<file path="src/rtl/sram_arbiter_if.sv">
// Client and SRAM command bundle for sram_arbiter.
// The master modport is the arbiter's view; slave is the environment's view.
interface sram_arbiter_if;
    logic        w0_din_ready;
    logic        w0_din_valid;
    logic [53:0] w0_din;
    logic        w1_din_ready;
    logic        w1_din_valid;
    logic [53:0] w1_din;
    logic        r0_din_ready;
    logic        r0_din_valid;
    logic [17:0] r0_din;
    logic        r0_dout_ready;
    logic        r0_dout_valid;
    logic [31:0] r0_dout;
    logic        r1_din_ready;
    logic        r1_din_valid;
    logic [17:0] r1_din;
    logic        r1_dout_ready;
    logic        r1_dout_valid;
    logic [31:0] r1_dout;
    logic        sram_addr_valid;
    logic        sram_ready;
    logic [17:0] sram_addr;
    logic [31:0] sram_data_in;
    logic [3:0]  sram_write_mask;
    logic [31:0] sram_data_out;
    logic        sram_data_out_valid;

    modport master (
        output w0_din_ready, input w0_din_valid, input w0_din,
        output w1_din_ready, input w1_din_valid, input w1_din,
        output r0_din_ready, input r0_din_valid, input r0_din,
        input r0_dout_ready, output r0_dout_valid, output r0_dout,
        output r1_din_ready, input r1_din_valid, input r1_din,
        input r1_dout_ready, output r1_dout_valid, output r1_dout,
        output sram_addr_valid, input sram_ready, output sram_addr,
        output sram_data_in, output sram_write_mask,
        input sram_data_out, input sram_data_out_valid
    );

    modport slave (
        input w0_din_ready, output w0_din_valid, output w0_din,
        input w1_din_ready, output w1_din_valid, output w1_din,
        input r0_din_ready, output r0_din_valid, output r0_din,
        output r0_dout_ready, input r0_dout_valid, input r0_dout,
        input r1_din_ready, output r1_din_valid, output r1_din,
        output r1_dout_ready, input r1_dout_valid, input r1_dout,
        input sram_addr_valid, output sram_ready, input sram_addr,
        input sram_data_in, input sram_write_mask,
        output sram_data_out, output sram_data_out_valid
    );
endinterface

</file>
<file path="src/rtl/sram_arbiter.sv">
// Round-robin arbiter of two write and two read clients onto one pipelined SRAM port,
// with per-client request FIFOs, per-reader response FIFOs and in-order return steering.

// Show-ahead FIFO; dout reads as zero while empty.
module sram_arbiter_fifo #(
    parameter int unsigned WIDTH = 8,
    parameter int unsigned DEPTH = 8
) (
    input  logic                   clk,
    input  logic                   rst,
    input  logic                   push,
    input  logic [WIDTH-1:0]       din,
    input  logic                   pop,
    output logic [WIDTH-1:0]       dout,
    output logic [$clog2(DEPTH):0] count
);
    localparam int unsigned AW = $clog2(DEPTH);
    localparam int unsigned CW = AW + 1;

    logic [WIDTH-1:0] mem [DEPTH];
    logic [AW-1:0]    wr_ptr;
    logic [AW-1:0]    rd_ptr;
    logic             do_push;
    logic             do_pop;

    assign do_push = push && (count != CW'(DEPTH));
    assign do_pop  = pop && (count != '0);
    assign dout    = (count == '0) ? '0 : mem[rd_ptr];

    always_ff @(posedge clk) begin
        if (rst) begin
            wr_ptr <= '0;
            rd_ptr <= '0;
            count  <= '0;
        end else begin
            if (do_push) wr_ptr <= wr_ptr + AW'(1);
            if (do_pop)  rd_ptr <= rd_ptr + AW'(1);
            count <= count + CW'(do_push) - CW'(do_pop);
        end
    end

    always_ff @(posedge clk) begin
        if (do_push) mem[wr_ptr] <= din;
    end
endmodule

module sram_arbiter #(
    parameter int unsigned FIFO_DEPTH = 8
) (
    input  logic          sram_clock,
    input  logic          reset,
    output logic [2:0]    theState,
    sram_arbiter_if.master bus
);
    localparam int unsigned CW = $clog2(FIFO_DEPTH) + 1;
    localparam int unsigned TW = $clog2(2 * FIFO_DEPTH) + 1;

    typedef enum logic [2:0] {
        IDLE  = 3'd0,
        ST_W0 = 3'd1,
        ST_W1 = 3'd2,
        ST_R0 = 3'd3,
        ST_R1 = 3'd4
    } state_t;

    state_t        state;
    logic [1:0]    last_grant;
    logic [1:0]    sel;
    logic [1:0]    cand;
    logic          any_elig;
    logic          grant;
    logic [3:0]    elig;
    logic [3:0]    req_pop;
    logic [53:0]   w_head [2];
    logic [17:0]   r_head [2];
    logic [CW-1:0] req_cnt [4];
    logic [CW-1:0] resp_cnt [2];
    logic [CW-1:0] out_cnt [2];
    logic [TW-1:0] tag_cnt;
    logic          tag_head;
    logic          ret_valid;
    logic [1:0]    issue_rd;
    logic [1:0]    resp_push;
    logic          cmd_valid;
    logic [17:0]   cmd_addr;
    logic [31:0]   cmd_data;
    logic [3:0]    cmd_mask;

    sram_arbiter_fifo #(.WIDTH(54), .DEPTH(FIFO_DEPTH)) u_w0_req (
        .clk(sram_clock), .rst(reset), .push(bus.w0_din_valid && bus.w0_din_ready),
        .din(bus.w0_din), .pop(req_pop[0]), .dout(w_head[0]), .count(req_cnt[0]));
    sram_arbiter_fifo #(.WIDTH(54), .DEPTH(FIFO_DEPTH)) u_w1_req (
        .clk(sram_clock), .rst(reset), .push(bus.w1_din_valid && bus.w1_din_ready),
        .din(bus.w1_din), .pop(req_pop[1]), .dout(w_head[1]), .count(req_cnt[1]));
    sram_arbiter_fifo #(.WIDTH(18), .DEPTH(FIFO_DEPTH)) u_r0_req (
        .clk(sram_clock), .rst(reset), .push(bus.r0_din_valid && bus.r0_din_ready),
        .din(bus.r0_din), .pop(req_pop[2]), .dout(r_head[0]), .count(req_cnt[2]));
    sram_arbiter_fifo #(.WIDTH(18), .DEPTH(FIFO_DEPTH)) u_r1_req (
        .clk(sram_clock), .rst(reset), .push(bus.r1_din_valid && bus.r1_din_ready),
        .din(bus.r1_din), .pop(req_pop[3]), .dout(r_head[1]), .count(req_cnt[3]));

    assign bus.w0_din_ready = (req_cnt[0] != CW'(FIFO_DEPTH));
    assign bus.w1_din_ready = (req_cnt[1] != CW'(FIFO_DEPTH));
    assign bus.r0_din_ready = (req_cnt[2] != CW'(FIFO_DEPTH));
    assign bus.r1_din_ready = (req_cnt[3] != CW'(FIFO_DEPTH));

    // Issue-order port tags; deep enough for every read that credits allow in flight.
    sram_arbiter_fifo #(.WIDTH(1), .DEPTH(2 * FIFO_DEPTH)) u_tag (
        .clk(sram_clock), .rst(reset), .push(issue_rd[0] || issue_rd[1]),
        .din(sel[0]), .pop(ret_valid), .dout(tag_head), .count(tag_cnt));

    assign ret_valid    = bus.sram_data_out_valid && (tag_cnt != '0);
    assign resp_push[0] = ret_valid && !tag_head;
    assign resp_push[1] = ret_valid && tag_head;

    sram_arbiter_fifo #(.WIDTH(32), .DEPTH(FIFO_DEPTH)) u_r0_resp (
        .clk(sram_clock), .rst(reset), .push(resp_push[0]), .din(bus.sram_data_out),
        .pop(bus.r0_dout_ready && bus.r0_dout_valid), .dout(bus.r0_dout), .count(resp_cnt[0]));
    sram_arbiter_fifo #(.WIDTH(32), .DEPTH(FIFO_DEPTH)) u_r1_resp (
        .clk(sram_clock), .rst(reset), .push(resp_push[1]), .din(bus.sram_data_out),
        .pop(bus.r1_dout_ready && bus.r1_dout_valid), .dout(bus.r1_dout), .count(resp_cnt[1]));

    assign bus.r0_dout_valid = (resp_cnt[0] != '0);
    assign bus.r1_dout_valid = (resp_cnt[1] != '0);

    // A reader holds a credit while in-flight reads plus buffered responses stay below depth.
    always_comb begin
        elig[0] = (req_cnt[0] != '0);
        elig[1] = (req_cnt[1] != '0);
        elig[2] = (req_cnt[2] != '0) &&
                  ((CW+1)'(out_cnt[0]) + (CW+1)'(resp_cnt[0]) < (CW+1)'(FIFO_DEPTH));
        elig[3] = (req_cnt[3] != '0) &&
                  ((CW+1)'(out_cnt[1]) + (CW+1)'(resp_cnt[1]) < (CW+1)'(FIFO_DEPTH));
    end

    always_comb begin
        any_elig = 1'b0;
        sel      = last_grant;
        cand     = '0;
        for (int i = 1; i <= 4; i++) begin
            cand = last_grant + 2'(i);
            if (!any_elig && elig[cand]) begin
                any_elig = 1'b1;
                sel      = cand;
            end
        end
    end

    assign grant       = any_elig && bus.sram_ready;
    assign req_pop     = grant ? (4'b0001 << sel) : 4'b0000;
    assign issue_rd[0] = grant && (sel == 2'd2);
    assign issue_rd[1] = grant && (sel == 2'd3);

    always_ff @(posedge sram_clock) begin
        if (reset) begin
            out_cnt[0] <= '0;
            out_cnt[1] <= '0;
        end else begin
            for (int k = 0; k < 2; k++) begin
                out_cnt[k] <= out_cnt[k] + CW'(issue_rd[k]) - CW'(resp_push[k]);
            end
        end
    end

    // Arbiter state and registered SRAM command.
    always_ff @(posedge sram_clock) begin
        if (reset) begin
            state      <= IDLE;
            last_grant <= 2'd3;
            cmd_valid  <= 1'b0;
            cmd_addr   <= '0;
            cmd_data   <= '0;
            cmd_mask   <= '0;
        end else if (grant) begin
            last_grant <= sel;
            cmd_valid  <= 1'b1;
            case (sel)
                2'd0: begin
                    state    <= ST_W0;
                    cmd_addr <= w_head[0][49:32];
                    cmd_data <= w_head[0][31:0];
                    cmd_mask <= w_head[0][53:50];
                end
                2'd1: begin
                    state    <= ST_W1;
                    cmd_addr <= w_head[1][49:32];
                    cmd_data <= w_head[1][31:0];
                    cmd_mask <= w_head[1][53:50];
                end
                2'd2: begin
                    state    <= ST_R0;
                    cmd_addr <= r_head[0];
                    cmd_data <= '0;
                    cmd_mask <= '0;
                end
                default: begin
                    state    <= ST_R1;
                    cmd_addr <= r_head[1];
                    cmd_data <= '0;
                    cmd_mask <= '0;
                end
            endcase
        end else begin
            state     <= IDLE;
            cmd_valid <= 1'b0;
            cmd_addr  <= '0;
            cmd_data  <= '0;
            cmd_mask  <= '0;
        end
    end

    assign theState            = state;
    assign bus.sram_addr_valid = cmd_valid;
    assign bus.sram_addr       = cmd_addr;
    assign bus.sram_data_in    = cmd_data;
    assign bus.sram_write_mask = cmd_mask;
endmodule

</file>
<file path="src/flat_wrapper.sv">
// flat-port wrapper written by rule: the top's interface ports become plain ports
module sram_arbiter_flat 
#(
    parameter int unsigned FIFO_DEPTH = 8
)
  (sram_clock, reset, theState, bus_w0_din_ready, bus_w0_din_valid, bus_w0_din, bus_w1_din_ready, bus_w1_din_valid, bus_w1_din, bus_r0_din_ready, bus_r0_din_valid, bus_r0_din, bus_r0_dout_ready, bus_r0_dout_valid, bus_r0_dout, bus_r1_din_ready, bus_r1_din_valid, bus_r1_din, bus_r1_dout_ready, bus_r1_dout_valid, bus_r1_dout, bus_sram_addr_valid, bus_sram_ready, bus_sram_addr, bus_sram_data_in, bus_sram_write_mask, bus_sram_data_out, bus_sram_data_out_valid);
  sram_arbiter_if bus_i ();
  input  logic sram_clock;
  input  logic reset;
  output logic [2:0] theState;
  output wire logic [$bits(bus_i.w0_din_ready)-1:0] bus_w0_din_ready;
  input wire logic [$bits(bus_i.w0_din_valid)-1:0] bus_w0_din_valid;
  input wire logic [$bits(bus_i.w0_din)-1:0] bus_w0_din;
  output wire logic [$bits(bus_i.w1_din_ready)-1:0] bus_w1_din_ready;
  input wire logic [$bits(bus_i.w1_din_valid)-1:0] bus_w1_din_valid;
  input wire logic [$bits(bus_i.w1_din)-1:0] bus_w1_din;
  output wire logic [$bits(bus_i.r0_din_ready)-1:0] bus_r0_din_ready;
  input wire logic [$bits(bus_i.r0_din_valid)-1:0] bus_r0_din_valid;
  input wire logic [$bits(bus_i.r0_din)-1:0] bus_r0_din;
  input wire logic [$bits(bus_i.r0_dout_ready)-1:0] bus_r0_dout_ready;
  output wire logic [$bits(bus_i.r0_dout_valid)-1:0] bus_r0_dout_valid;
  output wire logic [$bits(bus_i.r0_dout)-1:0] bus_r0_dout;
  output wire logic [$bits(bus_i.r1_din_ready)-1:0] bus_r1_din_ready;
  input wire logic [$bits(bus_i.r1_din_valid)-1:0] bus_r1_din_valid;
  input wire logic [$bits(bus_i.r1_din)-1:0] bus_r1_din;
  input wire logic [$bits(bus_i.r1_dout_ready)-1:0] bus_r1_dout_ready;
  output wire logic [$bits(bus_i.r1_dout_valid)-1:0] bus_r1_dout_valid;
  output wire logic [$bits(bus_i.r1_dout)-1:0] bus_r1_dout;
  output wire logic [$bits(bus_i.sram_addr_valid)-1:0] bus_sram_addr_valid;
  input wire logic [$bits(bus_i.sram_ready)-1:0] bus_sram_ready;
  output wire logic [$bits(bus_i.sram_addr)-1:0] bus_sram_addr;
  output wire logic [$bits(bus_i.sram_data_in)-1:0] bus_sram_data_in;
  output wire logic [$bits(bus_i.sram_write_mask)-1:0] bus_sram_write_mask;
  input wire logic [$bits(bus_i.sram_data_out)-1:0] bus_sram_data_out;
  input wire logic [$bits(bus_i.sram_data_out_valid)-1:0] bus_sram_data_out_valid;
  assign bus_w0_din_ready = bus_i.w0_din_ready;
  assign bus_i.w0_din_valid = bus_w0_din_valid;
  assign bus_i.w0_din = bus_w0_din;
  assign bus_w1_din_ready = bus_i.w1_din_ready;
  assign bus_i.w1_din_valid = bus_w1_din_valid;
  assign bus_i.w1_din = bus_w1_din;
  assign bus_r0_din_ready = bus_i.r0_din_ready;
  assign bus_i.r0_din_valid = bus_r0_din_valid;
  assign bus_i.r0_din = bus_r0_din;
  assign bus_i.r0_dout_ready = bus_r0_dout_ready;
  assign bus_r0_dout_valid = bus_i.r0_dout_valid;
  assign bus_r0_dout = bus_i.r0_dout;
  assign bus_r1_din_ready = bus_i.r1_din_ready;
  assign bus_i.r1_din_valid = bus_r1_din_valid;
  assign bus_i.r1_din = bus_r1_din;
  assign bus_i.r1_dout_ready = bus_r1_dout_ready;
  assign bus_r1_dout_valid = bus_i.r1_dout_valid;
  assign bus_r1_dout = bus_i.r1_dout;
  assign bus_sram_addr_valid = bus_i.sram_addr_valid;
  assign bus_i.sram_ready = bus_sram_ready;
  assign bus_sram_addr = bus_i.sram_addr;
  assign bus_sram_data_in = bus_i.sram_data_in;
  assign bus_sram_write_mask = bus_i.sram_write_mask;
  assign bus_i.sram_data_out = bus_sram_data_out;
  assign bus_i.sram_data_out_valid = bus_sram_data_out_valid;
  sram_arbiter #(.FIFO_DEPTH(FIFO_DEPTH)) u_core (.sram_clock(sram_clock), .reset(reset), .theState(theState), .bus(bus_i));
endmodule
</file>
<file path="config.mk">
export PLATFORM = sky130hd
export DESIGN_NAME = sram_arbiter_flat
export DESIGN_NICKNAME = d
export VERILOG_FILES = /design/src/rtl/sram_arbiter_if.sv /design/src/rtl/sram_arbiter.sv /design/src/flat_wrapper.sv
export SDC_FILE = /design/constraint.sdc
export NUM_CORES = 2
export LEC_CHECK = 0
export CORE_MARGIN = 2
export CORE_UTILIZATION = 65
export DETAILED_ROUTE_END_ITERATION = 10
export DONT_BUFFER_PORTS = 1
export PLACE_DENSITY_LB_ADDON = 0.2
export RECOVER_POWER = 50
export SETUP_SLACK_MARGIN = 0.3
export SYNTH_ARGS = -nofsm -noshare
export SYNTH_HDL_FRONTEND = slang
export SYNTH_SLANG_ARGS = --single-unit
export TNS_END_PERCENT = 20
</file>
<file path="constraint.sdc">
create_clock -name sram_clock -period 11.32 [get_ports sram_clock]
set_clock_uncertainty 0.05 [all_clocks]
set_input_delay 0.566 -clock sram_clock [delete_from_list [all_inputs] [get_ports sram_clock]]
set_output_delay 0.566 -clock sram_clock [all_outputs]
set_load 0.01 [all_outputs]
</file>
==> results.tsv <==
metric	value	unit
Mapped Cells	3396	
post-synthesis sequential area ratio	75.9	%
Total Die Area	112000	µm²
Rel. slew slack	-53.4	%
Area growth syn-to-layout	13.4	%
first-pass GRT wire length	225000	µm
CTS tree	yes	
crit path DAT	5.83	ns
PD cells	224	nW/µm²
Period Utilization, post-route	45.8	%
synthesized flop and latch total	1843	
Nets	3941	
Detail Route Antenna Nets	0	
CTS-repair resized insts	0	
failing checks	capacitance limit, slew limit	
Sink Count	1843	
gp weighted congestion	0.790	
HP Start	bus_sram_ready	
die width	334	µm
CTS max path bufs	3	
vias in the first global route	35400	
fin crit period	5.19	ns
DRT Wirelength	152000	µm
Final Core Density	74.1	%
remaining global-route overflow	0	
DRC viols	0	
Hold Path Class	in2reg	
initial antenna violation count	33	
ys async rst share	0	%
final worst slack	6.13	ns
Final setup viols	0	
Synth warnings	0	
Worst Setup SP	u_core.u_r0_req.count[2]	
layout cells sized above 1	21.5	%
outcome	finished, violations left	
HPWL Detailed	85300	µm
pre-CTS setup slack	5.62	ns
DR iter-0 viols	3575	
synth top area cells	edfxtp_1 71%, mux4_2 13%, dfxtp_1 4.6%	
FF-to-FF Start	u_core.u_r0_req.count[2]	
Max IR drop VDD	0.000209	V
Critical Path Fanout Max	16	
Global Route Usage Sum	27.8	%
RSZ-0062 raised after global routing	no	
average via count per standard cell	6.44	
Pre-antenna DRT Iters	6	
Distinct cells, synth	62	
Mapped Avg Cell Area	20.8	µm²
CP required	11.96	ns
core area	108000	µm²
DR vias	33900	
cts hold-fix bufs	183	
syn_nets	3669	
CP Launch Type	flip-flop	
setup_tns	0	ns
Post-synth EDFFs	1680	
Reg clk slew, reported paths	0.06	ns
post-CTS setup buffers	0	
largest net degree at the start of global routing	91	
Skew-Pair Late Insertion Delay	0.78	ns
Die Height	334	µm
row count	121	
CP endpoint kind	flip-flop	
starting density of the core	65.3	%
Slew Viols, Final	35	
most frequent cell after synthesis	edfxtp_1	
I/O pin total	314	
CP Class	reg2reg	
leakage	0.0252	µW
root buffer cell	clkbuf_16	
Worst Tran Pin Value	2.30	ns
post-synth top area share	71.3	%
cts bufs inserted	178	
Max Clk Rate	193	MHz
Max-Cap Viols	1	
synth cell count leaders	1,680 x edfxtp_1, 416 x mux4_2, 218 x nor2_1	
cell type with the highest aggregate area in the netlist	edfxtp_1	
Avg WL per Cell	29.0	µm
H-tree depth	4	
Post-Syn Area	70800	µm²
Primary FF master, synth	edfxtp_1	
PortBufs	0	
Final Hold Vio Count	0	
==> cell usage in the layout, fill, tap and decap left out, types with 5 or more instances in the layout <==
cell,instances
clkinv_1,34
dfxtp_2,6
clkbuf_16,181
edfxtp_1,1680
mux2_2,20
inv_1,69
a21o_1,9
o21ai_0,9
xnor2_1,16
dfxtp_4,8
o22ai_1,18
dlygate4sd3_1,182
mux4_2,416
nand2_1,54
nor2_4,14
bufinv_16,19
ha_1,78
nand3_1,15
or3_1,6
and3_1,12
nor2b_1,21
nor3_1,5
o22a_1,36
a21oi_1,51
inv_6,7
nor3_2,10
nand2b_1,9
nor2_1,204
fa_1,9
xor2_1,23
diode_2,23
and2_1,6
nand4_1,10
o21bai_1,18
mux2i_1,197
dfxtp_1,149
buf_4,66
clkbuf_1,49
clkinv_2,36
==> final timing paths <==
| kind | slack [ns] | cells past startpoint | to |
|---|---|---|---|
| worst max-delay path | 6.13 | 21 | u_core.u_tag.count[4] |
| worst min-delay path | 0.05 | 3 | flip-flop |
| worst max register to register | 6.13 | 21 | u_core.u_tag.count[4] |
| worst min register to register | 0.43 | 2 | flip-flop |
==> power by group <==
group          internal (µW)  total (µW)  switching (µW)
Combinational           1580        3830            2260
Sequential              7960        8290             327
Clock                   3390        5850            2450
Total                  12900       18000            5040
==> per-layer routing <==
layer	GRT usage, %	vias to the layer above	wire [µm]
li1	-	14400	-
met1	37.1	17600	57400
met2	45.4	1547	77000
met4	11.2	26	5370
met3	6.16	288	12400
met5	0	-	158
==> state kept, by name, summed over array words and instances, names as in the netlist, 5 cells and up, named ones only <==
name                     count
u_core.u_w0_req.mem        432
u_core.u_w1_req.mem        432
u_core.u_r0_resp.mem       256
u_core.u_r1_resp.mem       256
u_core.u_r0_req.mem        144
u_core.u_r1_req.mem        144
u_core.bus.sram_data_in     32
u_core.bus.sram_addr        18
u_core.u_tag.mem            16
u_core.out_cnt               8
u_core.u_tag.count           5
==> worst max-delay path: stages, from the launching register on <==
cell,delay (ns)
dfxtp_1,0.31
inv_1,0.09
ha_1,0.15
or3b_1,0.44
and4_1,0.22
or3_1,0.35
o211ai_1,0.27
ha_1,0.36
o21ai_0,0.11
a31o_2,0.23
a31oi_1,0.82
inv_1,0.11
ha_1,0.32
inv_1,0.04
ha_1,0.19
inv_1,0.08
fa_1,0.21
inv_1,0.05
a21oi_1,0.16
nor2_1,0.09
or3_1,0.34
a21oi_1,0.14
==> stage by stage <==
step	area [µm²]	total power [µW]	std cells	hold WS (ns)
final	80300	18000	5256	0.0532
after global routing	80300	18600	5251	0.0423
after CTS	80300	18100	5232	0.000934
after detailed placement	72700	12100	4718	0.429
after global placement	72700	12000	4718	0.412
after floorplan	70800	11000	3396	0.405
==> area by class of cell <==
class | instances | area [µm²]
diodes | 23 | 57.6
clock inverters | 104 | 1040
clock buffers | 227 | 4730
multi-input cells | 1320 | 16300
fillers | 5917 | 28100
repair buffers | 255 | 2370
inverters | 70 | 263
flip-flops and latches | 1843 | 53700
well taps | 1414 | 1770
==> logic make-up after synthesis <==
family | Yosys count | share of synthesized area [%]
adders and majority gates | 87 | 1.63
muxes | 637 | 16.5
DFF | 1843 | 75.9
AOI/OAI and AO/OA | 156 | 1.50
and+or+nand+nor | 401 | 2.62
buffers and inverters | 233 | 1.41
xor gates and xnor gates | 39 | 0.482
(Power assumes the default switching activity.)
